File: src/rtl/circuit4_hlsm_if.sv
// Start/Done handshake bundle for circuit4_hlsm:
// operands in, truncated 32-bit results out.
interface circuit4_hlsm_if #(
  parameter int DATAWIDTH = 64
);
  logic                 Start;
  logic [DATAWIDTH-1:0] a;
  logic [DATAWIDTH-1:0] b;
  logic [DATAWIDTH-1:0] c;
  logic [31:0]          z;
  logic [31:0]          x;
  logic                 Done;

  modport master (
    output Start, a, b, c,
    input  z, x, Done
  );

  modport slave (
    input  Start, a, b, c,
    output z, x, Done
  );
endinterface

File: src/rtl/circuit4_hlsm.sv
// circuit4_hlsm: FSM-scheduled z/x datapath behind a Start/Done handshake.
// Define CIRCUIT4_HLSM_BUSY_EN to add the Busy status output.
module circuit4_hlsm #(
  parameter int DATAWIDTH = 64
) (
  input  logic Clk,
  input  logic Rst,
  circuit4_hlsm_if.slave bus
`ifdef CIRCUIT4_HLSM_BUSY_EN
  ,
  output logic Busy
`endif
);
  typedef enum logic [2:0] {
    WAIT,
    S1,
    S2,
    S3,
    S4,
    S5,
    FINAL
  } state_t;

  state_t state;
  state_t state_n;

  logic [DATAWIDTH-1:0] ar, br, cr;
  logic [DATAWIDTH-1:0] d, e, f, g, h;
  logic                 dLTe, dEQe;
  logic [31:0]          z, x;

  logic [DATAWIDTH-1:0] opb, alu, gsel;
  logic [31:0]          shl, shr;
  logic                 sub;

  always_ff @(posedge Clk or negedge Rst) begin
    if (!Rst) state <= WAIT;
    else      state <= state_n;
  end

  always_comb begin
    state_n = state;
    unique case (state)
      WAIT:    if (bus.Start) state_n = S1;
      S1:      state_n = S2;
      S2:      state_n = S3;
      S3:      state_n = S4;
      S4:      state_n = S5;
      S5:      state_n = FINAL;
      FINAL:   state_n = WAIT;
      default: state_n = WAIT;
    endcase
  end

  // One shared add/sub unit serves S1..S3.
  assign sub  = (state == S3);
  assign opb  = (state == S2) ? cr : br;
  assign alu  = sub ? (ar - opb) : (ar + opb);
  assign gsel = dLTe ? d : e;
  assign shl  = 32'(h << dLTe);
  assign shr  = 32'(g >> dEQe);

  always_ff @(posedge Clk or negedge Rst) begin
    if (!Rst) begin
      ar   <= '0;
      br   <= '0;
      cr   <= '0;
      d    <= '0;
      e    <= '0;
      f    <= '0;
      g    <= '0;
      h    <= '0;
      dLTe <= 1'b0;
      dEQe <= 1'b0;
      z    <= '0;
      x    <= '0;
    end else begin
      unique case (state)
        WAIT: begin
          if (bus.Start) begin
            ar <= bus.a;
            br <= bus.b;
            cr <= bus.c;
          end
        end
        S1: d <= alu;
        S2: e <= alu;
        S3: begin
          f    <= alu;
          dLTe <= $signed(d) < $signed(e);
          dEQe <= (d == e);
        end
        // h must see the g being written this cycle.
        S4: begin
          g <= gsel;
          h <= dEQe ? gsel : f;
        end
        S5: begin
          x <= shl;
          z <= shr;
        end
        default: ;
      endcase
    end
  end

  assign bus.z    = z;
  assign bus.x    = x;
  assign bus.Done = (state == FINAL);

`ifdef CIRCUIT4_HLSM_BUSY_EN
  assign Busy = (state != WAIT);
`endif
endmodule

File: src/flat_wrapper.sv
// flat-port wrapper written by rule: the top's interface ports become plain ports
module circuit4_hlsm_flat 
#(
  parameter int DATAWIDTH = 64
)
  (Clk, Rst, bus_Start, bus_a, bus_b, bus_c, bus_z, bus_x, bus_Done);
  circuit4_hlsm_if #(.DATAWIDTH(DATAWIDTH)) bus_i ();
  input  logic Clk;
  input  logic Rst;
  input wire logic [$bits(bus_i.Start)-1:0] bus_Start;
  input wire logic [$bits(bus_i.a)-1:0] bus_a;
  input wire logic [$bits(bus_i.b)-1:0] bus_b;
  input wire logic [$bits(bus_i.c)-1:0] bus_c;
  output wire logic [$bits(bus_i.z)-1:0] bus_z;
  output wire logic [$bits(bus_i.x)-1:0] bus_x;
  output wire logic [$bits(bus_i.Done)-1:0] bus_Done;
  assign bus_i.Start = bus_Start;
  assign bus_i.a = bus_a;
  assign bus_i.b = bus_b;
  assign bus_i.c = bus_c;
  assign bus_z = bus_i.z;
  assign bus_x = bus_i.x;
  assign bus_Done = bus_i.Done;
  circuit4_hlsm #(.DATAWIDTH(DATAWIDTH)) u_core (.Clk(Clk), .Rst(Rst), .bus(bus_i));
endmodule
File: config.mk
export PLATFORM = sky130hd
export DESIGN_NAME = circuit4_hlsm_flat
export DESIGN_NICKNAME = d
export VERILOG_FILES = /design/src/rtl/circuit4_hlsm_if.sv /design/src/rtl/circuit4_hlsm.sv /design/src/flat_wrapper.sv
export SDC_FILE = /design/constraint.sdc
export NUM_CORES = 1
export LEC_CHECK = 0
export ABC_AREA = 1
export BUFFER_PORTS_ARGS = -buffer_cell sky130_fd_sc_hd__buf_4
export CAP_MARGIN = 20
export CORE_MARGIN = 2
export CORE_UTILIZATION = 60
export CTS_CLUSTER_SIZE = 12
export DETAILED_ROUTE_END_ITERATION = 6
export MAX_ROUTING_LAYER = met4
export PLACE_DENSITY = 0.78
export SLEW_MARGIN = 20
export SYNTH_ARGS = -nofsm -noshare
export SYNTH_HDL_FRONTEND = slang
export SYNTH_SLANG_ARGS = --single-unit
File: constraint.sdc
create_clock -name Clk -period 5.02 [get_ports Clk]
set_clock_uncertainty 0.15 [all_clocks]
set_input_delay 1.004 -clock Clk [delete_from_list [all_inputs] [get_ports Clk]]
set_output_delay 1.004 -clock Clk [all_outputs]
set_load 0.1 [all_outputs]
# ---- After elaboration in Yosys (flattened, before gate mapping)
# Index checks and enable logic that the tools add are counted.
dict set report totals {
  regBits 581
  inputBits 195
  out_inout_bits 65
  word_cells 34
}
dict set report classes {
  addsub 2
  n_lt_le_gt_ge 1
  n_eq_ne 8
  n_shift 2
  mux 6
  reduce_logical 2
}
# cell count
set op_table {}
lappend op_table {{$mux 64} 4}
lappend op_table {{$add 64x64->64} 1}
lappend op_table {{$eq 64x64->1} 1}
lappend op_table {{$lt 64x64->1} 1}
lappend op_table {{$shl 64x1->32} 1}
lappend op_table {{$shr 64x1->32} 1}
lappend op_table {{$sub 64x64->64} 1}
lappend op_table {{$pmux 3 s6} 1}
lappend op_table {{$eq 3x3->1 const B} 3}
lappend op_table {{$eq 3x2->1 const B} 2}
lappend op_table {{$eq 3x1->1 const B} 1}
lappend op_table {{$logic_not 3->1} 1}
lappend op_table {{$mux 3} 1}
lappend op_table {{$ne 2x2->1 const B} 1}
lappend op_table {{$reduce_and 2->1} 1}

# ---- Longest topological paths before layout
# Gate-level depths: netlist of the first run.
dict set report logic_depth {
  ltp_word 4
  ltp_mapped 31
  ltp_nobuf 30
}

# ---- Worst setup path before layout of the first run
# No wires, ideal clock.
dict set report synth_timing {
  path_type {register to register}
  from {register u_core.state[0]}
  to {register u_core.e[40]}
  setup_time_ps 83
  arrival_ps 3502
  t_required_ps 4787
  setup_slack_ps 1286
  path_stages_with_launch 28
  n_path_buf 1
  synth_period_minus_slack_ps 3734
  path_cell_list {dfrtp_1 inv_2 nand2_1 nor2_1 buf_4 nand2_1 nand2_1 nand2_1 nor2_2 nand2_2 nor2_8 nand2_2 or2_4 nor2_4 nor2_1 xor2_1 ha_1 nand2_1 nor2_1 inv_1 nor2_1 inv_1 nor3_1 nand3_1 nand3_1 xor2_1 nand2_1 o21ai_0}
}
dict set report synth_between {
  elab_chain_cells 4
  elab_cells_between_ends 6
  classes_between {add/sub (2); eq/ne (2); mux (2)}
}
# item line_no
set synth_rtl {}
lappend synth_rtl {{from (decl)} circuit4_hlsm.sv:24} ;# state_t state;
lappend synth_rtl {{from (signal assigned)} circuit4_hlsm.sv:38} ;# else state <= state_n;
lappend synth_rtl {{$eq 3x2->1} {circuit4_hlsm.sv:57, circuit4_hlsm.sv:78}}
lappend synth_rtl {{$mux 64} circuit4_hlsm.sv:57} ;# assign opb = (state == S2) ? cr : br;
lappend synth_rtl {{$add 64x64->64 or $sub 64x64->64 (tied branches)} circuit4_hlsm.sv:58} ;# assign alu = sub ? (ar - opb) : (ar + opb);
lappend synth_rtl {{$mux 64} circuit4_hlsm.sv:58}
lappend synth_rtl {{to (signal assigned)} circuit4_hlsm.sv:87} ;# S2: e <= alu;
lappend synth_rtl {{to (decl)} circuit4_hlsm.sv:28} ;# logic [DATAWIDTH-1:0] d, e, f, g, h;
# Several ways; a longest one is shown, not always the timed one.
# A chain may end at the register's enable or synchronous reset.

# ---- Worst setup path in the final report of the first run
dict set report layout_timing {
  from {register u_core.state[0]}
  to {register u_core.e[44]}
}
# The elaborated chain is that of the path after synthesis.

==> flow_summary.yaml, run 1 <==
outcome:
  status: "finished, final reports clean"
worst_setup_path:
  required_ns: 5.34
  cp.arrival_ns: 5.10
  critPathLaunch: "u_core.state[0]"
  end_kind: "register"
  crit_fanout: 6
  critPathLaunchType: "register"
  r2r_start: "u_core.state[0]"
  path_class: "reg2reg"
place:
  dp_hpwl_microns: 64700
  port_buffers: 259
  gp_congestion: 1.07
timing:
  finalCritPeriodShare_pct: 95.2
  rsz0062_at_grt: "true"
  finalSetupViolCount: 0
  fmax_ghz: 0.209
  timing_worst_slew_pin_value_ns: 1.13
  slew_violations: 0
  period_needed_ns: 4.78
  hold_violations: 0
  maxSlewHeadroom_pct: 24.3
synth:
  synth_fp_nets: 4005
  post_synth.cell_area_avg_sq_um: 7.68
  ys_types: 47
  yosys_warnings: 0
  netlist_instances: 3682
  ys_seq_area_share_pct: 43.0
  yosysTopAreaCellShare_pct: 43.0
  synthTopCellsByArea: "dfrtp_1, nand2_1, o21ai_0"
  synth_seq_cells: 486
  yosys.area.top_type: "dfrtp_1"
  syn_area_sq_mm: 0.0283
grt:
  overflow: 0
  grt_usage_pct: 35.6
  met3_usage_pct: 4.40
  grt_pass1_vias: 24200
  top_usage_layer: "met2"
  met2_usage_pct: 52.3
  antenna_found_initial: 0
  grt_max_degree: 117
  use_met1_pct: 52.2
  grt_first_pass_wirelength_microns: 134000
cts:
  path_clk_slew_ns: 0.06
  clockBufferDepth: 3
  cts_buffers: 52
  cts-hold-fix-buffers: 0
  htreeDepth: 2
  root_buffer: "clkbuf_16"
  cts_tree: "built"
  clock_latency_ns: 0.64
  cts_sinks: 486
cells_and_area:
  areaGrowthSynthToFinish_pct: 16.2
  mostFrequentLayoutCell: "nand2_1"
  final_cell_mix: "nand2_1, dfrtp_1, inv_1, nor2_1, o21ai_0"
  drive_gt1_share_pct: 14.6
  diodes: 0
  final_util_pct: 70.6
  fin_nets: 4242
drt:
  drt_iter0_drc: 2530
  wire_per_inst_microns: 18.7
  num_vias: 25500
  wl_microns: 85100
  drc_errors: 0
  viasPerCell: 5.59
  antenna_left: 0
  dr.pass1.iters: 6
die:
  die_area_sq_mm: 0.0489
  core_area_sq_mm: 0.0466
  initial_utilization_pct: 60.8
  row_count: 79
  die_w_microns: 221
  ioPinCount: 260
  die_y_microns: 221
flow_run:
  cap_violations: 0
min_path:
  hold_class: "in2async"
[final cells by class]
cell class | instances | area (sq um)
Inverter | 436 | 1640
Fill cell | 3843 | 13700
Clock inverter | 14 | 277
Multi-Input combinational cell | 2616 | 14000
Clock buffer | 76 | 1490
Timing Repair Buffer | 327 | 2580
Tap cell | 607 | 759
Sequential cell | 486 | 12200
[sequential cells by signal (all words and copies together), names as in the netlist]
| register | flops |
|---|---|
| u_core.ar | 64 |
| u_core.br | 64 |
| u_core.cr | 64 |
| u_core.d | 64 |
| u_core.e | 64 |
| u_core.g | 33 |
| u_core.bus.x | 32 |
| u_core.bus.z | 32 |
| u_core.f | 32 |
| u_core.h | 32 |
| u_core.state | 3 |
| u_core.dEQe | 1 |
| u_core.dLTe | 1 |
[per-layer routing]
metal	vias up	part of all wire, %
met5	-	0
met4	0	2.9
met3	130	7.2
met2	971	44
met1	12000	46
li1	12400	-
[Yosys cell counts (all sizes together)]
| master | n |
|---|---|
| clkbuf | 95 |
| nor3 | 24 |
| buf | 50 |
| and3 | 3 |
| and2 | 1 |
| a21boi | 3 |
| xnor2 | 35 |
| a211oi | 2 |
| inv | 436 |
| xor2 | 46 |
| nor2 | 367 |
| o211ai | 4 |
| nand2 | 945 |
| a21oi | 242 |
| nand3 | 181 |
| o21ai | 358 |
| or2 | 12 |
| mux2i | 1 |
| o21a | 68 |
| ha | 127 |
| a21o | 12 |
| mux2 | 79 |
| dfrtp | 486 |
| nand4 | 38 |
| o21bai | 12 |
| fa | 1 |
| a31oi | 9 |
| o22ai | 31 |
| nor3b | 1 |
| nand3b | 7 |
| nor4 | 5 |
| o31ai | 1 |
[worst paths after layout]
| check | endpoint | slack, ns | cells past startpoint |
|---|---|---|---|
| worst max-delay path | u_core.e[44] | 0.24 | 23 |
| worst min-delay path | u_core.br[4] | 0.31 | 1 |
| worst min register to register | u_core.f[2] | 0.32 | 2 |
| max in group asynchronous | u_core.dLTe | 3.33 | 2 |
| min in group Clk | u_core.f[2] | 0.32 | 2 |
| worst max register to register | u_core.e[44] | 0.24 | 23 |
[what timing repair did]
item,4_1_cts,5_1_grt
pin swaps,0,2
resized for setup,1,28
gates cloned,0,1
setup buffers,0,3
setup endpoints to repair,2,43
[metrics by stage]
stage	setup slack, ns	TNS (ns)	cell area, sq um	instances	hold WS [ns]
after floorplan	1.29	0	28300	3682	0.287
after global placement	-0.0212	-0.0212	31000	4467	0.300
after detailed placement	-0.0260	-0.0260	31000	4467	0.310
after CTS	0.0158	0	32800	4557	0.322
after global routing	-0.0162	-0.0188	32900	4562	0.349
final	0.241	0	32900	4562	0.309
[cells by family (layout without fill, tap and decap cells)]
kind of cell	after synthesis	count (layout)	synth area share [%]
compound gates	742	742	14.4
xor+xnor	81	81	2.51
fa+ha+maj	128	128	5.69
buf+inv	581	853	8.11
flops	486	486	43.0
mux	80	80	3.18
simple gates	1584	1585	23.2
[critical path: stages, from the launching register on]
cell and delay [ns]:
dfrtp_2 0.46, inv_4 0.12, nand2_1 0.14, nor2_4 0.22, buf_4 0.14, nand2_1 0.04
nand2_1 0.12, nand2_1 0.11, nor2_4 0.12, nand2_4 0.08, nor2_8 0.18, nand2_1 0.13
nor2_1 0.17, nor2_1 0.08, xor2_1 0.22, ha_1 0.33, a21oi_1 0.28, o21ai_0 0.22
a21oi_1 0.36, nand3_1 0.34, nand3_1 0.20, nand3_1 0.17, nand3_1 0.13, o21ai_0 0.08
Power of run 1 is left out: the tool's default activity adds up to more than one toggle a clock period on the data nets, which glitch-free logic cannot reach.
==> run 2, diff against run 1 <==
--- a/config.mk
+++ b/config.mk
@@ -8,6 +8,7 @@
 export ABC_AREA = 1
 export BUFFER_PORTS_ARGS = -buffer_cell sky130_fd_sc_hd__buf_4
 export CAP_MARGIN = 20
+export CORE_ASPECT_RATIO = 0.75
 export CORE_MARGIN = 2
 export CORE_UTILIZATION = 60
 export CTS_CLUSTER_SIZE = 12
==> flow_summary.yaml, run 2 (synthesis results as in run 1) <==
flow_run:
  cap_violations: 0
place:
  dp_hpwl_microns: 66600
  gp_congestion: 1.06
  port_buffers: 259
  preCtsSetupSlack_ns: 0.0916
  placed_cell_area_sq_mm: 0.0310
worst_setup_path:
  path_class: "reg2reg"
  critPathLaunchType: "register"
  crit_fanout: 12
  cp.arrival_ns: 5.17
  end_kind: "register"
  required_ns: 5.37
  r2r_cells: 25
cts:
  cts_sinks: 486
  path_clk_slew_ns: 0.06
  cts_tree: "built"
  htreeDepth: 2
  cts_buffers: 49
  clock_latency_ns: 0.60
  clockBufferDepth: 3
  cts-hold-fix-buffers: 0
  root_buffer: "clkbuf_16"
cells_and_area:
  drive_gt1_share_pct: 14.4
  finalInstanceArea_sq_mm: 0.0326
  final_cell_mix: "nand2_1, dfrtp_1, inv_1, nor2_1, o21ai_0"
  areaGrowthSynthToFinish_pct: 15.3
  fillCellCount: 3825
  fin_nets: 4244
  mostFrequentLayoutCell: "nand2_1"
grt:
  grt_first_pass_wirelength_microns: 134000
  overflow: 0
  grt_usage_pct: 36.8
  antenna_found_initial: 2
  grt_max_degree: 137
  grt_pass1_vias: 23800
timing:
  rsz0062_at_grt: "true"
  finalSetupViolCount: 0
  finalSetupTns_ns: 0
  timing_worst_slew_pin_value_ns: 0.892
  fmax_ghz: 0.207
  finalCritPeriodShare_pct: 96.1
  fin_ws_ns: 0.198
  maxSlewHeadroom_pct: 40.4
  hold_violations: 0
  period_needed_ns: 4.82
  slew_violations: 0
die:
  core_area_sq_mm: 0.0463
  die_area_sq_mm: 0.0489
  die_y_microns: 192
  initial_utilization_pct: 61.1
  row_count: 68
  die_w_microns: 255
  ioPinCount: 260
drt:
  drc_errors: 0
  wire_per_inst_microns: 18.9
  dr.pass1.iters: 6
  num_vias: 25800
  viasPerCell: 5.65
  wl_microns: 86700
  antenna_left: 0
  drt_iter0_drc: 2863
min_path:
  hold_class: "in2async"
outcome:
  status: "finished, final reports clean"
run 2: cell types whose count changed in the layout (fill, tap and decap cells not counted), moves of 3 or more:
cell       previous run  this run
bufinv_16             5         1
clkbuf_16            52        49
clkinv_16             3         0
clkbuf_8             10         3
buf_4               316       320
clkinv_2              5         2
ha_1                126       123
run 2: repair_timing:
item / in CTS / in global routing
gates resized for setup: 1 / 27
pin swaps: 0 / 1
buffers inserted: 0 / 4
endpoints found under the setup margin: 1 / 46
cloned: 0 / 1
run 2: worst paths after layout:
check	start	endpoint	slack, ns
max reg2reg	u_core.state[0]	u_core.e[40]	0.20
min in group Clk	u_core.f[2]	u_core.f[2]	0.33
max in group asynchronous	Rst	u_core.bus.z[19]	3.41
max	u_core.state[0]	u_core.e[40]	0.20
min reg2reg	u_core.f[2]	u_core.f[2]	0.33
min	Rst	u_core.cr[4]	0.33
run 2: final cells by class:
type	instances	area (sq um)	share of cell area, %
Antenna cell	2	5.00	0.0153
Clock buffer	64	1310	4.02
Clock inverter	8	97.6	0.299
Inverter	436	1640	5.03
Multi-Input combinational cell	2616	14000	42.8
Sequential cell	486	12200	37.3
Tap cell	630	788	2.42
Timing Repair Buffer	332	2640	8.08
run 2: per-layer routing:
layer	global-route usage, %	up-vias	part of all wire [%]	wire length (microns)
met5	-	-	0	0
met4	8.10	0	2.1	1780
met3	9.24	119	10	9000
met2	49.1	1126	40	34800
met1	56.0	12200	47	41100
li1	-	12400	-	-
run 2: critical path, stage by stage, from the launching register on:
cell     delay, ns
dfrtp_2       0.46
inv_4         0.14
nand2_1       0.11
nor2_4        0.21
buf_6         0.18
nand2_1       0.06
nand2_1       0.11
nand2_1       0.09
nor2_1        0.15
nand2_1       0.09
nor2_2        0.17
nand2_4       0.13
nor2_4        0.13
nand2_2       0.08
o21ai_2       0.17
xnor2_1       0.16
ha_1          0.33
nand2_1       0.13
a21oi_1       0.08
nor2_1        0.23
o21ai_1       0.20
a21oi_2       0.27
nand3_1       0.22
xor2_2        0.41
nand2_1       0.15
o21ai_0       0.12
run 2: per-stage QoR:
step,hold WS [ns],cells,utilization (%)
after floorplan,0.287,3682,-
after global routing,0.343,4574,70.5
after global placement,0.305,4494,67.1
after detailed placement,0.309,4494,67.1
final,0.328,4574,70.5
after CTS,0.324,4566,70.1
Power of run 2 is left out for the same reason.
